File: src/rtl/repeat_sub_divider_pkg.sv
// Shared types and constants for the repeated-subtraction divider.
// Optional abort support elsewhere in the slice is selected by the RSD_ABORT_EN macro.
package rsd_pkg;

    typedef enum logic [1:0] {
        IDLE = 2'd0,
        RUN  = 2'd1,
        FIN  = 2'd2
    } rsd_state_e;

    localparam int RSD_WIDTH_DEFAULT = 4;

    // Wide all-ones pattern; callers truncate it to their own WIDTH.
    localparam logic [31:0] RSD_DBZ_QUOTIENT = '1;

endpackage

File: src/rtl/repeat_sub_divider_if.sv
// Start/done handshake and operand/result bus of the repeated-subtraction divider.
// Macro RSD_ABORT_EN adds the abort request line.
interface repeat_sub_divider_if #(
    parameter int WIDTH = 4
);
    logic             start;
    logic [WIDTH-1:0] dividend;
    logic [WIDTH-1:0] divisor;
`ifdef RSD_ABORT_EN
    logic             abort;
`endif
    logic             busy;
    logic             done;
    logic [WIDTH-1:0] quotient;
    logic [WIDTH-1:0] remainder;
    logic             div_by_zero;

`ifdef RSD_ABORT_EN
    modport master (
        output start, dividend, divisor, abort,
        input  busy, done, quotient, remainder, div_by_zero
    );
    modport slave (
        input  start, dividend, divisor, abort,
        output busy, done, quotient, remainder, div_by_zero
    );
`else
    modport master (
        output start, dividend, divisor,
        input  busy, done, quotient, remainder, div_by_zero
    );
    modport slave (
        input  start, dividend, divisor,
        output busy, done, quotient, remainder, div_by_zero
    );
`endif

endinterface

File: src/rtl/repeat_sub_divider_sub_stage.sv
// Combinational compare-and-subtract step used once per clock by the divider.
module sub_stage #(
    parameter int WIDTH = 4
) (
    input  logic [WIDTH-1:0] a,
    input  logic [WIDTH-1:0] b,
    output logic [WIDTH-1:0] diff,
    output logic             ge
);

    assign diff = a - b;
    assign ge   = (a >= b);

endmodule

File: src/rtl/repeat_sub_divider.sv
// Unsigned divider: removes the divisor once per clock until remainder < divisor.
// Macro RSD_ABORT_EN enables the abort input (RUN -> IDLE, results cleared).
module repeat_sub_divider
    import rsd_pkg::*;
#(
    parameter int WIDTH = RSD_WIDTH_DEFAULT
) (
    input  logic                clk,
    input  logic                reset,
    repeat_sub_divider_if.slave bus
);

    rsd_state_e       state_reg, state_next;
    logic [WIDTH-1:0] quotient_reg, quotient_next;
    logic [WIDTH-1:0] remainder_reg, remainder_next;
    logic [WIDTH-1:0] div_reg, div_next;
    logic             dbz_reg, dbz_next;

    logic [WIDTH-1:0] step_diff;
    logic             step_ge;

    sub_stage #(.WIDTH(WIDTH)) u_sub_stage (
        .a    (remainder_reg),
        .b    (div_reg),
        .diff (step_diff),
        .ge   (step_ge)
    );

    always_ff @(posedge clk or negedge reset) begin
        if (!reset) begin
            state_reg     <= IDLE;
            quotient_reg  <= '0;
            remainder_reg <= '0;
            div_reg       <= '0;
            dbz_reg       <= 1'b0;
        end else begin
            state_reg     <= state_next;
            quotient_reg  <= quotient_next;
            remainder_reg <= remainder_next;
            div_reg       <= div_next;
            dbz_reg       <= dbz_next;
        end
    end

    always_comb begin
        state_next     = state_reg;
        quotient_next  = quotient_reg;
        remainder_next = remainder_reg;
        div_next       = div_reg;
        dbz_next       = dbz_reg;
        case (state_reg)
            IDLE: begin
                if (bus.start) begin
                    remainder_next = bus.dividend;
                    div_next       = bus.divisor;
                    dbz_next       = (bus.divisor == '0);
                    // A zero divisor skips RUN and reports the all-ones quotient.
                    if (bus.divisor == '0) begin
                        quotient_next = WIDTH'(RSD_DBZ_QUOTIENT);
                        state_next    = FIN;
                    end else begin
                        quotient_next = '0;
                        state_next    = RUN;
                    end
                end
            end
            RUN: begin
`ifdef RSD_ABORT_EN
                if (bus.abort) begin
                    quotient_next  = '0;
                    remainder_next = '0;
                    state_next     = IDLE;
                end else
`endif
                if (step_ge) begin
                    remainder_next = step_diff;
                    quotient_next  = quotient_reg + WIDTH'(1);
                end else begin
                    state_next = FIN;
                end
            end
            FIN:     state_next = IDLE;
            default: state_next = IDLE;
        endcase
    end

    assign bus.busy        = (state_reg != IDLE);
    assign bus.done        = (state_reg == FIN);
    assign bus.quotient    = quotient_reg;
    assign bus.remainder   = remainder_reg;
    assign bus.div_by_zero = dbz_reg;

endmodule
File: src/flat_wrapper.sv
// flat-port wrapper written by rule: the top's interface ports become plain ports
module repeat_sub_divider_flat import rsd_pkg::*;
#(
    parameter int WIDTH = RSD_WIDTH_DEFAULT
)
  (clk, reset, bus_start, bus_dividend, bus_divisor, bus_busy, bus_done, bus_quotient, bus_remainder, bus_div_by_zero);
  repeat_sub_divider_if #(.WIDTH(WIDTH)) bus_i ();
  input  logic clk;
  input  logic reset;
  input wire logic [$bits(bus_i.start)-1:0] bus_start;
  input wire logic [$bits(bus_i.dividend)-1:0] bus_dividend;
  input wire logic [$bits(bus_i.divisor)-1:0] bus_divisor;
  output wire logic [$bits(bus_i.busy)-1:0] bus_busy;
  output wire logic [$bits(bus_i.done)-1:0] bus_done;
  output wire logic [$bits(bus_i.quotient)-1:0] bus_quotient;
  output wire logic [$bits(bus_i.remainder)-1:0] bus_remainder;
  output wire logic [$bits(bus_i.div_by_zero)-1:0] bus_div_by_zero;
  assign bus_i.start = bus_start;
  assign bus_i.dividend = bus_dividend;
  assign bus_i.divisor = bus_divisor;
  assign bus_busy = bus_i.busy;
  assign bus_done = bus_i.done;
  assign bus_quotient = bus_i.quotient;
  assign bus_remainder = bus_i.remainder;
  assign bus_div_by_zero = bus_i.div_by_zero;
  repeat_sub_divider #(.WIDTH(WIDTH)) u_core (.clk(clk), .reset(reset), .bus(bus_i));
endmodule
File: config.mk
export PLATFORM = sky130hd
export DESIGN_NAME = repeat_sub_divider_flat
export DESIGN_NICKNAME = d
export VERILOG_FILES = /design/src/rtl/repeat_sub_divider_pkg.sv /design/src/rtl/repeat_sub_divider_if.sv /design/src/rtl/repeat_sub_divider_sub_stage.sv /design/src/rtl/repeat_sub_divider.sv /design/src/flat_wrapper.sv
export SDC_FILE = /design/constraint.sdc
export NUM_CORES = 1
export LEC_CHECK = 0
export CAP_MARGIN = 20
export CELL_PAD_IN_SITES_DETAIL_PLACEMENT = 0
export CELL_PAD_IN_SITES_GLOBAL_PLACEMENT = 1
export CORE_UTILIZATION = 35
export DETAILED_ROUTE_END_ITERATION = 10
export HOLD_SLACK_MARGIN = 0.08
export PLACE_DENSITY = 0.77
export SLEW_MARGIN = 20
export SYNTH_ARGS = -nofsm -noshare
export SYNTH_HDL_FRONTEND = slang
export SYNTH_SLANG_ARGS = --single-unit
File: constraint.sdc
create_clock -name clk -period 2.75 [get_ports clk]
set_clock_uncertainty 0.1 [all_clocks]
set_input_delay 0.4125 -clock clk [delete_from_list [all_inputs] [get_ports clk]]
set_output_delay 0.4125 -clock clk [all_outputs]
set_load 0.01 [all_outputs]
### Word level (Yosys, flattened, before mapping)

Cells that the tools add are included.
Widths: inputs -> output; s select.

| word-level totals | value |
|---|---|
| output and inout bits | 11 |
| bits of input ports | 11 |
| register bits after elaboration | 15 |

| operators by class | value |
|---|---|
| add/subtract/negate cells | 2 |
| eq/ne operators | 5 |
| order comparisons | 1 |
| reduce and logical (&&, ||, !) cells | 7 |
| multiplexer cells | 11 |

Operators by type and width:

| cell | count |
|---|---|
| $mux 4 | 5 |
| $pmux 4 s2 | 2 |
| $mux 2 | 3 |
| $add 4x1->4 const B | 1 |
| $ge 4x4->1 | 1 |
| $logic_not 4->1 | 1 |
| $ne 2x2->1 const B | 2 |
| $pmux 2 s2 | 1 |
| $reduce_and 2->1 | 2 |
| $reduce_bool 2->1 | 2 |
| $sub 4x4->4 | 1 |
| $reduce_and 3->1 | 1 |
| $eq 2x1->1 const B | 1 |
| $eq 2x2->1 const B | 1 |
| $logic_not 2->1 | 1 |
| $ne 2x1->1 const B | 1 |

### Longest topological paths before layout

| logic depth | value |
|---|---|
| depth after elaboration | 4 |
| mapped depth | 7 |

### Cells and area by module

From an unflattened synthesis, not the netlist that was laid out.

| second synthesis, totals | value |
|---|---|
| cell total of the unflattened synthesis | 80 |
| area total of the unflattened synthesis | 923.4 um2 |

By module, submodules not included:

| module | times used | cells each | area an instance (um2) |
|---|---|---|---|
| repeat_sub_divider | 1 | 61 | 780.7 |
| sub_stage | 1 | 19 | 142.6 |

### Worst setup path before layout

No wires, ideal clock.

| path | value |
|---|---|
| path type | reg-to-reg |
| start | reg u_core.remainder_reg[0] (netlist: u_core.bus.remainder[0]) |
| end | reg u_core.quotient_reg[2] (netlist: u_core.bus.quotient[2]) |
| library setup time | 129 ps |
| data required time | 2521 ps |
| slack | 614 ps |
| data arrival time | 1907 ps |
| path buffers | 0 |
| stages on the path, launching flop included | 8 |
| path through | dfrtp_1 > inv_1 > ha_1 > fa_1 > a21bo_2 > a211o_1 > nor2_1 > a2111o_1 |

| on the way | value |
|---|---|
| cells in the longest elaborated chain, start to end | 3 |

RTL lines:

| item | line | RTL |
|---|---|---|
| start: declaration | repeat_sub_divider.sv:15 | `logic [WIDTH-1:0] remainder_reg, remainder_next;` |
| start signal: assignment | repeat_sub_divider.sv:39 | `remainder_reg <= remainder_next;` |
| $ge 4x4->1 | repeat_sub_divider_sub_stage.sv:12 | `assign ge = (a >= b);` |
| $ne 2x1->1 (no source line) | -- |  |
| $reduce_and 3->1 (no source line) | -- |  |
| end signal: assignment | repeat_sub_divider.sv:38 | `quotient_reg <= quotient_next;` |
| end: declaration | repeat_sub_divider.sv:14 | `logic [WIDTH-1:0] quotient_reg, quotient_next;` |

Every way passes these cells.
A chain may end at the register's enable or synchronous reset.

### Final worst setup path

Ends and elaborated chain as after synthesis.

==> flow_summary.ini <==
[status]
status = finished clean

[placed_design]
dp_hpwl_mm = 1.40
gp_congestion = 0.758
dpl_cell_area_um2 = 1090
port_buffers = 21

[grt]
grt_pass1_wl_mm = 2.99
antenna_found_initial = 0
overflow = 0
grt_pass1_vias = 673
grt_use_total_pct = 16.1
grt_max_degree = 16

[synth]
synth_compound_area_share_pct = 20.3
synth_edf_count = 0
synthArstFlopShare_pct = 100
ys_types = 32
syn-num-nets = 100
synth_simple_gate_area_share_pct = 20.0
synth_seq_cells = 15
synthMuxAreaShare_pct = 0
synthCells = 83
synthFlopType = dfrtp_1
synth_top_family_by_area = compound AO/OA/AOI/OAI gates
synth-adder-area-share_pct = 9.76
synth_xor_area_share_pct = 2.07
netlist_area_um2 = 846
avgSynthCellArea_um2 = 10.2
yosysWarnings = 0
yosysSeqAreaShare_pct = 44.4
yosys-top-cells-area = dfrtp_1 44%, ha_1 7.4%, nand2_1 5.3%, inv_1 3.1%, a211o_1 3.1%
synth_top_cell_by_area = dfrtp_1
synth_top_area_share_pct = 44.4

[die]
die_w_um = 51.2
dieHeight_um = 51.2
coreArea_um2 = 2250
std_cell_rows = 17
floorplan.initialDensity_pct = 37.5
die_area_um2 = 2620
ios = 22

[clock_tree]
root_buffer = clkbuf_4
cts_buffers = 3
hold_buffers = 0
clock_path_buffers = 2
cts_htree_levels = 1
worstSkewPairLatency_ns = 0.29
cts_setup_buffers = 0
clk_pin_slew_worst_paths_ns = 0.10
cts_resized = 0
cts_tree = built
cts_sinks = 15

[power]
power.leakage_nw = 0.545
p_per_area_nw_per_um2 = 1270
ir_worst_vdd_mv = 0.512

[finish]
syn2layout_area_growth_pct = 32.1
final_area_um2 = 1120
antennaDiodeCount = 0
layout-drive-gt1-share_pct = 9.35
final_nets = 125
final_cell_mix = 21 x clkdlybuf4s50_1, 15 x dfrtp_1, 12 x nand2_1
final_util_pct = 49.6
layout_commonest_cell = clkdlybuf4s50_1

[sta]
fmax_mhz = 440
finalSetupTns_ns = 0
slew_viol_final = 0
setup_violations = 0
period_minus_slack_ns = 2.27
finalHoldViolCount = 0
relSlewSlack_pct = 53.6
period_share_pct = 82.7
rsz0062_at_grt = no
worst_pin_slew_ns = 0.695

[setup_path]
cp_cell_sequence = inv_1 > ha_1 > fa_1 > a21bo_2 > a211o_1 > nor2_1 > a2111o_1
r2r_slack_ns = 0.48
worst-path-buf-inv = 1
worst_ep_arrival_time_ns = 2.35
cp-start-kind = flip-flop
path_max_fanout = 5
worstSetupStartpoint = u_core.bus.remainder[0]
timing.rr.start = u_core.bus.remainder[0]
endpoint_kind = flip-flop
critical_path.endpoint = u_core.bus.quotient[2]
cp.depth = 7
timing_worst_setup_path_type = flip-flop to flip-flop
slowest_delay_ns = 0.43
rr_worst_depth = 7
r2r-end = u_core.bus.quotient[2]
crit_required_ns = 2.83
cp_slowest_cell = a2111o_1
path_delay_family = compound AO/OA/AOI/OAI gates

[route]
ant_nets = 0
viasPerCell = 5.32
wl_per_cell_um = 13.5
routed_wl_mm = 1.82
drcViolationCount = 0
first_pass_iters = 3
drtIter0Drc = 13
vias = 718

[flow_run]
max-cap-violations = 0

[min_path]
min_path_type = flip-flop to flip-flop
## cells by family (layout without fill, tap and decap cells)
| kind of cell | Yosys count | count (layout) |
|---|---|---|
| and+or+nand+nor | 31 | 31 |
| AOI/OAI and AO/OA | 21 | 21 |
| xor gates and xnor gates | 2 | 2 |
| buffers and inverters | 8 | 32 |
| DFF | 15 | 15 |
| adders and majority gates | 6 | 6 |
## worst register-to-register path: cells and delay by family (launching register included)
kind                     cells  cell delay (ns)
AND/OR/NAND/NOR              1             0.13
adder cells (fa/ha/maj)      2             0.61
buffers and inverters        1             0.06
AO/OA/AOI/OAI                3             0.91
flip-flops                   1             0.35
## metrics by stage
| step | hold WS, ns | worst slack (ns) | power [W] | cells |
|---|---|---|---|---|
| 5_1_grt | 0.418 | 0.344 | 0.00155 | 135 |
| 6_report | 0.393 | 0.476 | 0.00142 | 135 |
| 4_1_cts | 0.399 | 0.472 | 0.00143 | 135 |
| 3_5_place_dp | 0.370 | 0.492 | 0.00129 | 131 |
| 3_3_place_gp | 0.367 | 0.593 | 0.00129 | 131 |
| 2_1_floorplan | 0.0169 | 0.614 | 0.000995 | 83 |
## area by class of cell
class	instances	area [um2]
inverter	7	26.3
sequential	15	375
clock buffer	3	22.5
tap	28	35.0
fill	232	1140
timing repair buffer	21	210
multi-input combinational	60	440
clock inverter	1	7.51
## synth_stat cells (2+ instances only)
cell type   n
dfrtp_1    15
nand2_1    12
inv_1       7
nor2_1      6
ha_1        5
o21ai_0     4
a211o_1     3
a21o_1      3
a21oi_1     3
a221oi_1    2
o221a_2     2
## how the worst min path moves through the flow
stage / start / slack, ns / to / cells after the start
finish: u_core.bus.div_by_zero / 0.39 / u_core.bus.div_by_zero / 1
global route: u_core.bus.div_by_zero / 0.42 / u_core.bus.div_by_zero / 1
CTS: u_core.bus.div_by_zero / 0.40 / u_core.bus.div_by_zero / 1
detailed placement: u_core.bus.div_by_zero / 0.37 / u_core.bus.div_by_zero / 1
global placement: u_core.bus.div_by_zero / 0.37 / u_core.bus.div_by_zero / 1
floorplan: reset / 0.02 / u_core.bus.div_by_zero / 0
## metal layers
| metal | GRT usage (%) | part of all wire, % | up-vias |
|---|---|---|---|
| met4 | 5.56 | 1.0 | 0 |
| met5 | 0 | 0 | - |
| li1 | - | - | 345 |
| met2 | 26.5 | 47 | 12 |
| met3 | 5.36 | 4.1 | 2 |
| met1 | 19.4 | 47 | 359 |
## power breakdown
part           switching [W]  internal [W]  total [W]
Sequential         0.0000812      0.000325   0.000407
Combinational       0.000430      0.000444   0.000875
Clock              0.0000786     0.0000554   0.000134
Total               0.000590      0.000825    0.00142
Power figures use the tool's default switching activity.
